`src/rtl/ctrl_pipe_seq.sv`:
```
// ctrl_pipe_seq
//   Control-signal pipeline for the pipelined core. The decoded control
//   bundle travels from decode through NSTAGES downstream stages, and each
//   stage carries a valid bit. A stall inserts a bubble into stage 1. A
//   redirect squashes the youngest stages. A freeze holds every stage. The
//   block also produces a multi-cycle fetch-kill window and counts retired
//   instructions.
//
// Ports
//   clk_i          rising-edge clock
//   reset_i        synchronous, active-high reset
//   d_ctrl_i       control bundle from decode
//   d_valid_i      decode holds a real instruction
//   stall_i        load-use hazard: a bubble enters stage 1
//   freeze_i       hold every stage register
//   redirect_i     taken control transfer resolved in decode
//   stage_ctrl_o   bundle of stage k in bits [k*CTRL_W-1 -: CTRL_W], k=1..NSTAGES
//   stage_valid_o  valid bit of stage k in bit k-1
//   kill_f_o       squash the fetch/decode slot
//   retire_cnt_o   number of valid instructions leaving the last stage (wraps)
module ctrl_pipe_seq #(
   parameter int                NSTAGES     = 3,
   parameter int                CTRL_W      = 8,
   parameter logic [CTRL_W-1:0] SIDE_MASK   = 8'h03,
   parameter int                FLUSH_DEPTH = 1,
   parameter int                KILL_CYCLES = 1,
   parameter int                RETIRE_W    = 16
) (
   input  logic                      clk_i,
   input  logic                      reset_i,
   input  logic [CTRL_W-1:0]         d_ctrl_i,
   input  logic                      d_valid_i,
   input  logic                      stall_i,
   input  logic                      freeze_i,
   input  logic                      redirect_i,
   output logic [NSTAGES*CTRL_W-1:0] stage_ctrl_o,
   output logic [NSTAGES-1:0]        stage_valid_o,
   output logic                      kill_f_o,
   output logic [RETIRE_W-1:0]       retire_cnt_o
);

   localparam int KCNT_W = (KILL_CYCLES > 1) ? $clog2(KILL_CYCLES) : 1;

   // Build the mask of the stages that a redirect squashes (stages 1..FLUSH_DEPTH).
   function automatic logic [NSTAGES-1:0] flush_mask_f();
      logic [NSTAGES-1:0] m;
      for (int k = 0; k < NSTAGES; k++) begin
         if (k < FLUSH_DEPTH) begin
            m[k] = 1'b1;
         end else begin
            m[k] = 1'b0;
         end
      end
      return m;
   endfunction

   localparam logic [NSTAGES-1:0] FLUSH_MASK = flush_mask_f();

   logic [CTRL_W-1:0]   ctrl_q [NSTAGES];
   logic [CTRL_W-1:0]   ctrl_d [NSTAGES];
   logic [NSTAGES-1:0]  valid_q, valid_d, valid_adv_s;
   logic [KCNT_W-1:0]   kcnt_q, kcnt_d;
   logic [RETIRE_W-1:0] retire_q, retire_d;

   // Next stage contents: advance or hold, then apply the squash on top.
   always_comb begin
      ctrl_d      = ctrl_q;
      valid_adv_s = valid_q;
      if (!freeze_i) begin
         ctrl_d[0]      = d_ctrl_i;
         valid_adv_s[0] = d_valid_i & ~stall_i & ~redirect_i;
         for (int k = 1; k < NSTAGES; k++) begin
            ctrl_d[k]      = ctrl_q[k-1];
            valid_adv_s[k] = valid_q[k-1];
         end
      end else begin
         ctrl_d      = ctrl_q;
         valid_adv_s = valid_q;
      end
      // A squash is applied even under freeze, so a redirect is never lost.
      if (redirect_i) begin
         valid_d = valid_adv_s & ~FLUSH_MASK;
      end else begin
         valid_d = valid_adv_s;
      end
   end

   // Next kill counter. A redirect reloads it, otherwise it counts down to zero. Freeze does not stop it.
   always_comb begin
      kcnt_d = kcnt_q;
      if (redirect_i) begin
         kcnt_d = KCNT_W'(KILL_CYCLES - 1);
      end else if (kcnt_q != {KCNT_W{1'b0}}) begin
         kcnt_d = kcnt_q - {{(KCNT_W-1){1'b0}}, 1'b1};
      end else begin
         kcnt_d = {KCNT_W{1'b0}};
      end
   end

   // Next retire count. It increments when the last stage moves out while valid.
   always_comb begin
      retire_d = retire_q;
      if (!freeze_i && valid_q[NSTAGES-1]) begin
         retire_d = retire_q + {{(RETIRE_W-1){1'b0}}, 1'b1};
      end else begin
         retire_d = retire_q;
      end
   end

   // State registers with synchronous reset.
   always_ff @(posedge clk_i) begin
      if (reset_i) begin
         for (int k = 0; k < NSTAGES; k++) begin
            ctrl_q[k] <= {CTRL_W{1'b0}};
         end
         valid_q  <= {NSTAGES{1'b0}};
         kcnt_q   <= {KCNT_W{1'b0}};
         retire_q <= {RETIRE_W{1'b0}};
      end else begin
         for (int k = 0; k < NSTAGES; k++) begin
            ctrl_q[k] <= ctrl_d[k];
         end
         valid_q  <= valid_d;
         kcnt_q   <= kcnt_d;
         retire_q <= retire_d;
      end
   end

   // Output view. Side-effect bits are hidden in invalid stages; the other bits pass unchanged.
   always_comb begin
      stage_ctrl_o = {(NSTAGES*CTRL_W){1'b0}};
      for (int k = 0; k < NSTAGES; k++) begin
         if (valid_q[k]) begin
            stage_ctrl_o[k*CTRL_W +: CTRL_W] = ctrl_q[k];
         end else begin
            stage_ctrl_o[k*CTRL_W +: CTRL_W] = ctrl_q[k] & ~SIDE_MASK;
         end
      end
      stage_valid_o = valid_q;
      retire_cnt_o  = retire_q;
      kill_f_o      = redirect_i | (kcnt_q != {KCNT_W{1'b0}});
   end

endmodule
```
`config.mk`:
```
export PLATFORM = sky130hd
export DESIGN_NAME = ctrl_pipe_seq
export DESIGN_NICKNAME = d
export VERILOG_FILES = /design/src/rtl/ctrl_pipe_seq.sv
export SDC_FILE = /design/constraint.sdc
export NUM_CORES = 1
export LEC_CHECK = 0
export BUFFER_PORTS_ARGS = -buffer_cell sky130_fd_sc_hd__buf_2
export CAP_MARGIN = 10
export CORE_MARGIN = 2
export CORE_UTILIZATION = 40
export CTS_BUF_LIST = sky130_fd_sc_hd__clkbuf_2
export CTS_CLUSTER_DIAMETER = 150
export CTS_CLUSTER_SIZE = 24
export DETAILED_ROUTE_END_ITERATION = 8
export MAX_ROUTING_LAYER = met4
export PLACE_DENSITY = 0.74
export SLEW_MARGIN = 20
export SYNTH_ARGS = -nofsm -noshare
export SYNTH_HDL_FRONTEND = slang
export SYNTH_SLANG_ARGS = --single-unit
```
`constraint.sdc`:
```
create_clock -name clk_i -period 1.5 [get_ports clk_i]
set_input_delay 0.075 -clock clk_i [delete_from_list [all_inputs] [get_ports clk_i]]
set_output_delay 0.075 -clock clk_i [all_outputs]
set_load 0.01 [all_outputs]
```
After elaboration in Yosys (flattened, before gate mapping):

Cells that the tools add are included.

* register bits after elaboration: 44
* input port bits: 14
* output and inout port bits: 44
* logic and storage cells: 23

* $add $sub $neg: 2
* mux-type cells: 4
* bitwise gates (word level): 6
* reductions and logical operators: 4

Operator list (number)
* 16-bit by 1-bit adder with 16-bit output, second input constant: 1
* 2-bit two-way mux: 3
* 3-bit two-way mux: 1
* 1-bit NOT: 3
* 3-bit OR reduction: 1
* 1-bit bitwise AND: 2
* 2-bit OR reduction: 1
* 1-bit logical AND: 1
* 1-bit zero test: 1
* 1-bit bitwise OR: 1
* 1-bit subtractor, second input constant: 1

Logic depth before layout (Yosys ltp):

Gate-level depths: netlist (run 1).

* depth after elaboration: 4
* depth in mapped cells: 5
* depth with buffers taken out: 5

Worst setup path before layout (run 1):

No wires, ideal clock.

* kind: register -> register
* start: register retire_q[3], in the netlist retire_cnt_o[3]
* end: register retire_q[13], in the netlist retire_cnt_o[13]
* arrival time: 1.412 ns
* required time: 1.379 ns
* setup slack: -0.033 ns
* stages on the path, launching flop included: 5
* buffers on the path: 0
* cells stage by stage: dfxtp_1 nand4b_4 nor4_4 nand3_1 mux2_4

* word-level cells in the longest chain between the ends: 1

RTL lines
* start, declared: RTL line 63 `logic [RETIRE_W-1:0] retire_q, retire_d;`
* start signal, assigned: RTL line 118 `retire_q <= {RETIRE_W{1'b0}};`
* start signal, assigned: RTL line 125 `retire_q <= retire_d;`
* 16-bit by 1-bit adder with 16-bit output: RTL line 104 `retire_d = retire_q + {{(RETIRE_W-1){1'b0}}, 1'b1};`

No other way between the ends.
A chain may end at the register's enable or synchronous reset.

Final worst setup path (run 1):

* start: register retire_q[2], in the netlist retire_cnt_o[2]
* end: register retire_q[13], in the netlist retire_cnt_o[13]

The elaborated chain is that of the path after synthesis.

==> impl_metrics.json, run 1 <==
{
  "worstPathArrival_ns": 1.70,
  "ant_nets": 0,
  "dieArea_um2": 5320,
  "cp_max_fo": 5,
  "clkPwrFrac_pct": 32.5,
  "initial_utilization_pct": 40.8,
  "peakVddDrop_mv": 0.373,
  "p_total_mw": 2.04,
  "cts_htree_levels": 2,
  "vias": 1504,
  "wirelength_um": 3810,
  "area_growth_pct": 27.3,
  "clock_sinks": 44,
  "p_comb_share_pct": 8.0,
  "seq_area_frac_synth_pct": 46.3,
  "synth_fp_nets": 212,
  "reg2reg_from": "retire_cnt_o[2]",
  "drc_errors": 0,
  "swShare_pct": 23.1,
  "viasPerCell": 4.74,
  "drv_cap": 0,
  "fillers": 439,
  "drive_above_1_share_pct": 39.5,
  "design_area_um2": 2420,
  "worstPathCellList": "nand3_2 > nor4_4 > nand3_1 > mux2_4",
  "clk_path_buf_depth": 2,
  "slowest_stage": "dfxtp_1",
  "die_w_um": 73.0,
  "core-area_um2": 4660,
  "crit_type": "reg2reg",
  "min_period_ns": 1.40,
  "layout_setup_ws_ns": 0.0989,
  "post-dp-hpwl_um": 2610,
  "wl_per_cell_um": 12.0,
  "yosys.area.top_type_share_pct": 46.3,
  "gp_congestion": 0.795,
  "grt_start_max_net_pins": 31,
  "netlist_area_um2": 1900,
  "grt_pass1_vias": 1421,
  "synth-main-ff-cell": "dfxtp_1",
  "startpoint": "retire_cnt_o[2]",
  "fmax_ghz": 0.714,
  "antenna_found_initial": 0,
  "setup_viol": 0,
  "synthCells": 197,
  "firstDrtPassIters": 4,
  "final_nets": 277,
  "io_pins": 58,
  "ys_async_sr_fraction_pct": 0,
  "first_iter_violations": 28,
  "ys_seq_elements": 44,
  "p_int_mw": 1.57,
  "critPathLaunchType": "flip-flop",
  "end_kind": "flip-flop",
  "hold_path_class": "in2reg",
  "synth_enable_flop_cells": 0,
  "n_antenna_cell": 0,
  "min-delay-start": "reset_i",
  "yosysMostFrequentCell": "dfxtp_1",
  "seq_power_share_pct": 59.5,
  "die_h_um": 73.0,
  "powerDensity_nw_per_um2": 841,
  "required_ns": 1.80,
  "rrSetupSlack_ns": 0.1,
  "clk_pin_slew_worst_paths_ns": 0.24,
  "clock_latency_ns": 0.40,
  "leakagePower_nw": 1.20,
  "switchingPower_uw": 470,
  "io_buffers": 57,
  "gr-usage-all-layers_pct": 15.9,
  "avgSynthCellArea_um2": 9.65,
  "gr-total-overflow": 0,
  "dp_slack_ns": 0.0682,
  "outcome": "finished clean",
  "fin_skew_ns": 0.0298,
  "grt_pass1_wl_um": 6410,
  "place_area_um2": 2190,
  "netlist_top_cells_count": "44 x dfxtp_1, 41 x nor2_1, 27 x mux2i_1, 18 x buf_4, 9 x xnor2_1",
  "cts_tree": "yes",
  "slew_violations": 0,
  "rows": 25,
  "cts_made_buffers": 5,
  "synth.area.top_cells": "dfxtp_1 46%, mux2i_1 14%, nor2_1 8.1%, buf_4 7.1%, xnor2_1 4.1%",
  "yosysWarnings": 0,
  "period_share_pct": 93.4,
  "holdWs_ns": 0.0448,
  "critPathMaxStageDelay_ns": 0.40,
  "cts_root_buffer": "clkbuf_2",
  "hold_viol": 0,
  "yosysUniqueCellTypes": 30,
  "synth_top_cell_by_area": "dfxtp_1"
}
cell type report:
cell class | instances | area [um2] | share of cell area [%]
tap | 54 | 67.6 | 2.79
sequential | 44 | 897 | 37.1
clock inverter | 2 | 35.0 | 1.45
timing repair buffer | 85 | 526 | 21.7
multi-input combinational | 123 | 855 | 35.3
inverter | 3 | 11.3 | 0.465
clock buffer | 6 | 30.0 | 1.24
worst max-delay path: cells and delay by family, from the launching register on:
kind,cells,cell delay [ns]
flops,1,0.40
mux,1,0.31
simple gates,3,0.58
power groups by stage:
stage | Combinational [mW] | Sequential (mW) | Clock, mW
floorplan | 0.113 | 1.23 | 0
global placement | 0.139 | 1.24 | 0
detailed placement | 0.141 | 1.24 | 0
CTS | 0.165 | 1.22 | 0.685
global route | 0.181 | 1.22 | 0.744
finish | 0.163 | 1.21 | 0.661
metrics by stage:
step	setup TNS (ns)	utilization (%)	std cells
after floorplan	0	-	197
after global placement	0	47.1	295
after detailed placement	0	47.1	295
after CTS	0	51.1	315
after global routing	-0.00263	51.9	317
final	0	51.9	317
cells in the final DEF, fill, tap and decap left out, types with 2 or more instances in the layout:
master / count
nor4_1: 4
buf_4: 16
nand3_1: 3
buf_2: 57
clkbuf_2: 6
and2_1: 4
and2_2: 2
nand3_2: 3
mux2i_1: 27
dlygate4sd3_1: 12
dfxtp_1: 33
dfxtp_2: 10
nand4_1: 4
nor2b_1: 3
nor3_1: 3
xnor2_1: 9
nand2_1: 3
xor2_1: 3
inv_1: 3
nor2_1: 41
a21oi_1: 2
final timing paths:
kind                            cells after the start                to
worst max-delay path                                4  retire_cnt_o[13]
worst min-delay path                                3  retire_cnt_o[15]
worst max register to register                      4  retire_cnt_o[13]
worst min register to register                      2         ctrl_q[6]
flip-flops by register name, indices dropped and copies added (netlist names):
register and flops:
ctrl_q 24, kcnt_q 1, retire_cnt_o 16, stage_valid_o 3
cell families (layout without fill, tap and decap cells):
group | Yosys count | after routing | synth area share [%]
other | 1 | 1 | 0.197
AOI/OAI and AO/OA | 3 | 3 | 0.789
xor gates and xnor gates | 12 | 12 | 5.53
buffers and inverters | 30 | 96 | 9.74
adders and majority gates | 1 | 1 | 0.658
muxes | 29 | 29 | 15.6
and+or+nand+nor | 77 | 77 | 21.2
DFF | 44 | 44 | 46.3
what timing repair did:
item / in CTS / in global routing
resized for setup: 0 / 12
hold buffers: 12 / 0
setup buffers: 0 / 2
endpoints found under the setup margin: 0 / 6
hold endpoints to repair: 19 / 0
per-layer routing:
| layer | global-route usage, % | routed length (um) | up-vias |
|---|---|---|---|
| li1 | - | - | 765 |
| met1 | 18.6 | 1750 | 704 |
| met2 | 26.2 | 1880 | 30 |
| met3 | 4.28 | 138 | 5 |
| met4 | 5.56 | 46 | 0 |
| met5 | - | 0 | - |
Power figures use the tool's default switching activity.
==> inputs of run 2 (changes only) <==
- CORE_UTILIZATION: 40 -> 35
- PLACE_DENSITY: 0.74 -> 0.67
- REMOVE_ABC_BUFFERS: unset -> 1
==> run 2 against run 1 <==
  * Via count decreased by 0.20%
  * Largest power group unchanged
  * Hold slack improved by 0.097 ns
  * Non-clock buffer count increased by 3
  * Fmax decreased by 0.62%
  * First-iteration DRC count increased by 46%
==> impl_metrics.json, run 2 (synthesis results as in run 1) <==
{
  "peakVddDrop_mv": 0.434,
  "slew_violations": 0,
  "initial_utilization_pct": 36.8,
  "cp_max_fo": 5,
  "drive_above_1_share_pct": 37.6,
  "grt_start_max_net_pins": 29,
  "met2_usage_pct": 22.8,
  "die_h_um": 77.7,
  "grt_pass1_wl_um": 6180,
  "final_nets": 280,
  "drv_cap": 0,
  "clk_pin_slew_worst_paths_ns": 0.23,
  "fillers": 512,
  "drc_errors": 0,
  "tns_ns": 0,
  "first_iter_violations": 41,
  "period_share_pct": 94.0,
  "end_kind": "flip-flop",
  "cts_made_buffers": 5,
  "hold_path_class": "in2reg",
  "layout_commonest_cell": "buf_2",
  "post-dp-hpwl_um": 2640,
  "vias": 1501,
  "leakagePower_nw": 1.20,
  "cts_tree": "yes",
  "clock_sinks": 44,
  "design_area_um2": 2420,
  "ant_nets": 0,
  "grt_pass1_vias": 1431,
  "powerDensity_nw_per_um2": 773,
  "hold_viol": 0,
  "dieArea_um2": 6040,
  "area_growth_pct": 27.4,
  "antenna_found_initial": 0,
  "final_util_pct": 46.8,
  "io_buffers": 57,
  "rows": 26,
  "largest_reg_flops": 24,
  "worstPathArrival_ns": 1.72,
  "outcome": "finished clean",
  "viasPerCell": 4.47,
  "gr-total-overflow": 0,
  "use_met1_pct": 14.4,
  "firstDrtPassIters": 4,
  "core-area_um2": 5170,
  "wirelength_um": 3710,
  "p_total_mw": 1.87,
  "min_period_ns": 1.41,
  "gp_congestion": 0.774,
  "holdWs_ns": 0.141,
  "wl_per_cell_um": 11.0,
  "crit_type": "reg2reg",
  "dp_slack_ns": 0.0426,
  "grt_busiest_layer": "met2",
  "clk_path_buf_depth": 2,
  "critPathLaunchType": "flip-flop",
  "layout_setup_ws_ns": 0.0901,
  "final_cell_mix": "57 x buf_2, 41 x nor2_1, 37 x dfxtp_1",
  "dp.cells": 315,
  "required_ns": 1.81,
  "rsz0062_at_grt": "false",
  "cts_root_buffer": "clkbuf_2",
  "die_w_um": 77.7,
  "io_pins": 58,
  "cts_htree_levels": 2,
  "fmax_ghz": 0.709,
  "setup_viol": 0,
  "n_antenna_cell": 0,
  "layout.cells.non_filler": 336,
  "clock_latency_ns": 0.40,
  "fin_skew_ns": 0.0189,
  "place_area_um2": 2240,
  "use_met3_pct": 2.56,
  "gr-usage-all-layers_pct": 13.2,
  "top_register": "ctrl_q"
}
run 2: layout make-up:
class | count | area, um2 | share of cell area, %
Inverter | 3 | 11.3 | 0.465
Timing Repair Buffer | 88 | 548 | 22.6
Sequential cell | 44 | 890 | 36.7
Multi-Input combinational cell | 123 | 842 | 34.8
Clock inverter | 3 | 18.8 | 0.775
Clock buffer | 5 | 25.0 | 1.03
Tap cell | 70 | 87.6 | 3.62
run 2: worst max-delay path, stage by stage (launching register included):
cell,delay (ns)
dfxtp_2,0.41
nand3_2,0.12
nor4_4,0.36
nand3_1,0.14
mux2_4,0.31
run 2: power breakdown:
group / internal [mW] / switching, mW
registers: 1.20 / 0.0170
clock network: 0.113 / 0.383
logic: 0.0840 / 0.0780
run 2: layer usage:
metal	routed length, um	part of all wire (%)	up-vias
met5	0	0	-
met4	51	1.4	0
met3	129	3.5	6
met2	1800	48	32
met1	1730	47	692
li1	-	-	771
run 2: repair_timing:
item	4_1_cts	5_1_grt
gates resized for setup	0	8
endpoints found under the hold margin	16	0
setup buffers	1	0
hold buffers	12	0
endpoints found under the setup margin	2	5
pin swaps	1	2
run 2: final timing paths:
path,startpoint,to,slack [ns],cells after the start
max,retire_cnt_o[1],retire_cnt_o[13],0.09,4
max reg2reg,retire_cnt_o[1],retire_cnt_o[13],0.09,4
min reg2reg,ctrl_q[1],ctrl_q[1],0.52,2
min,freeze_i,retire_cnt_o[4],0.14,5
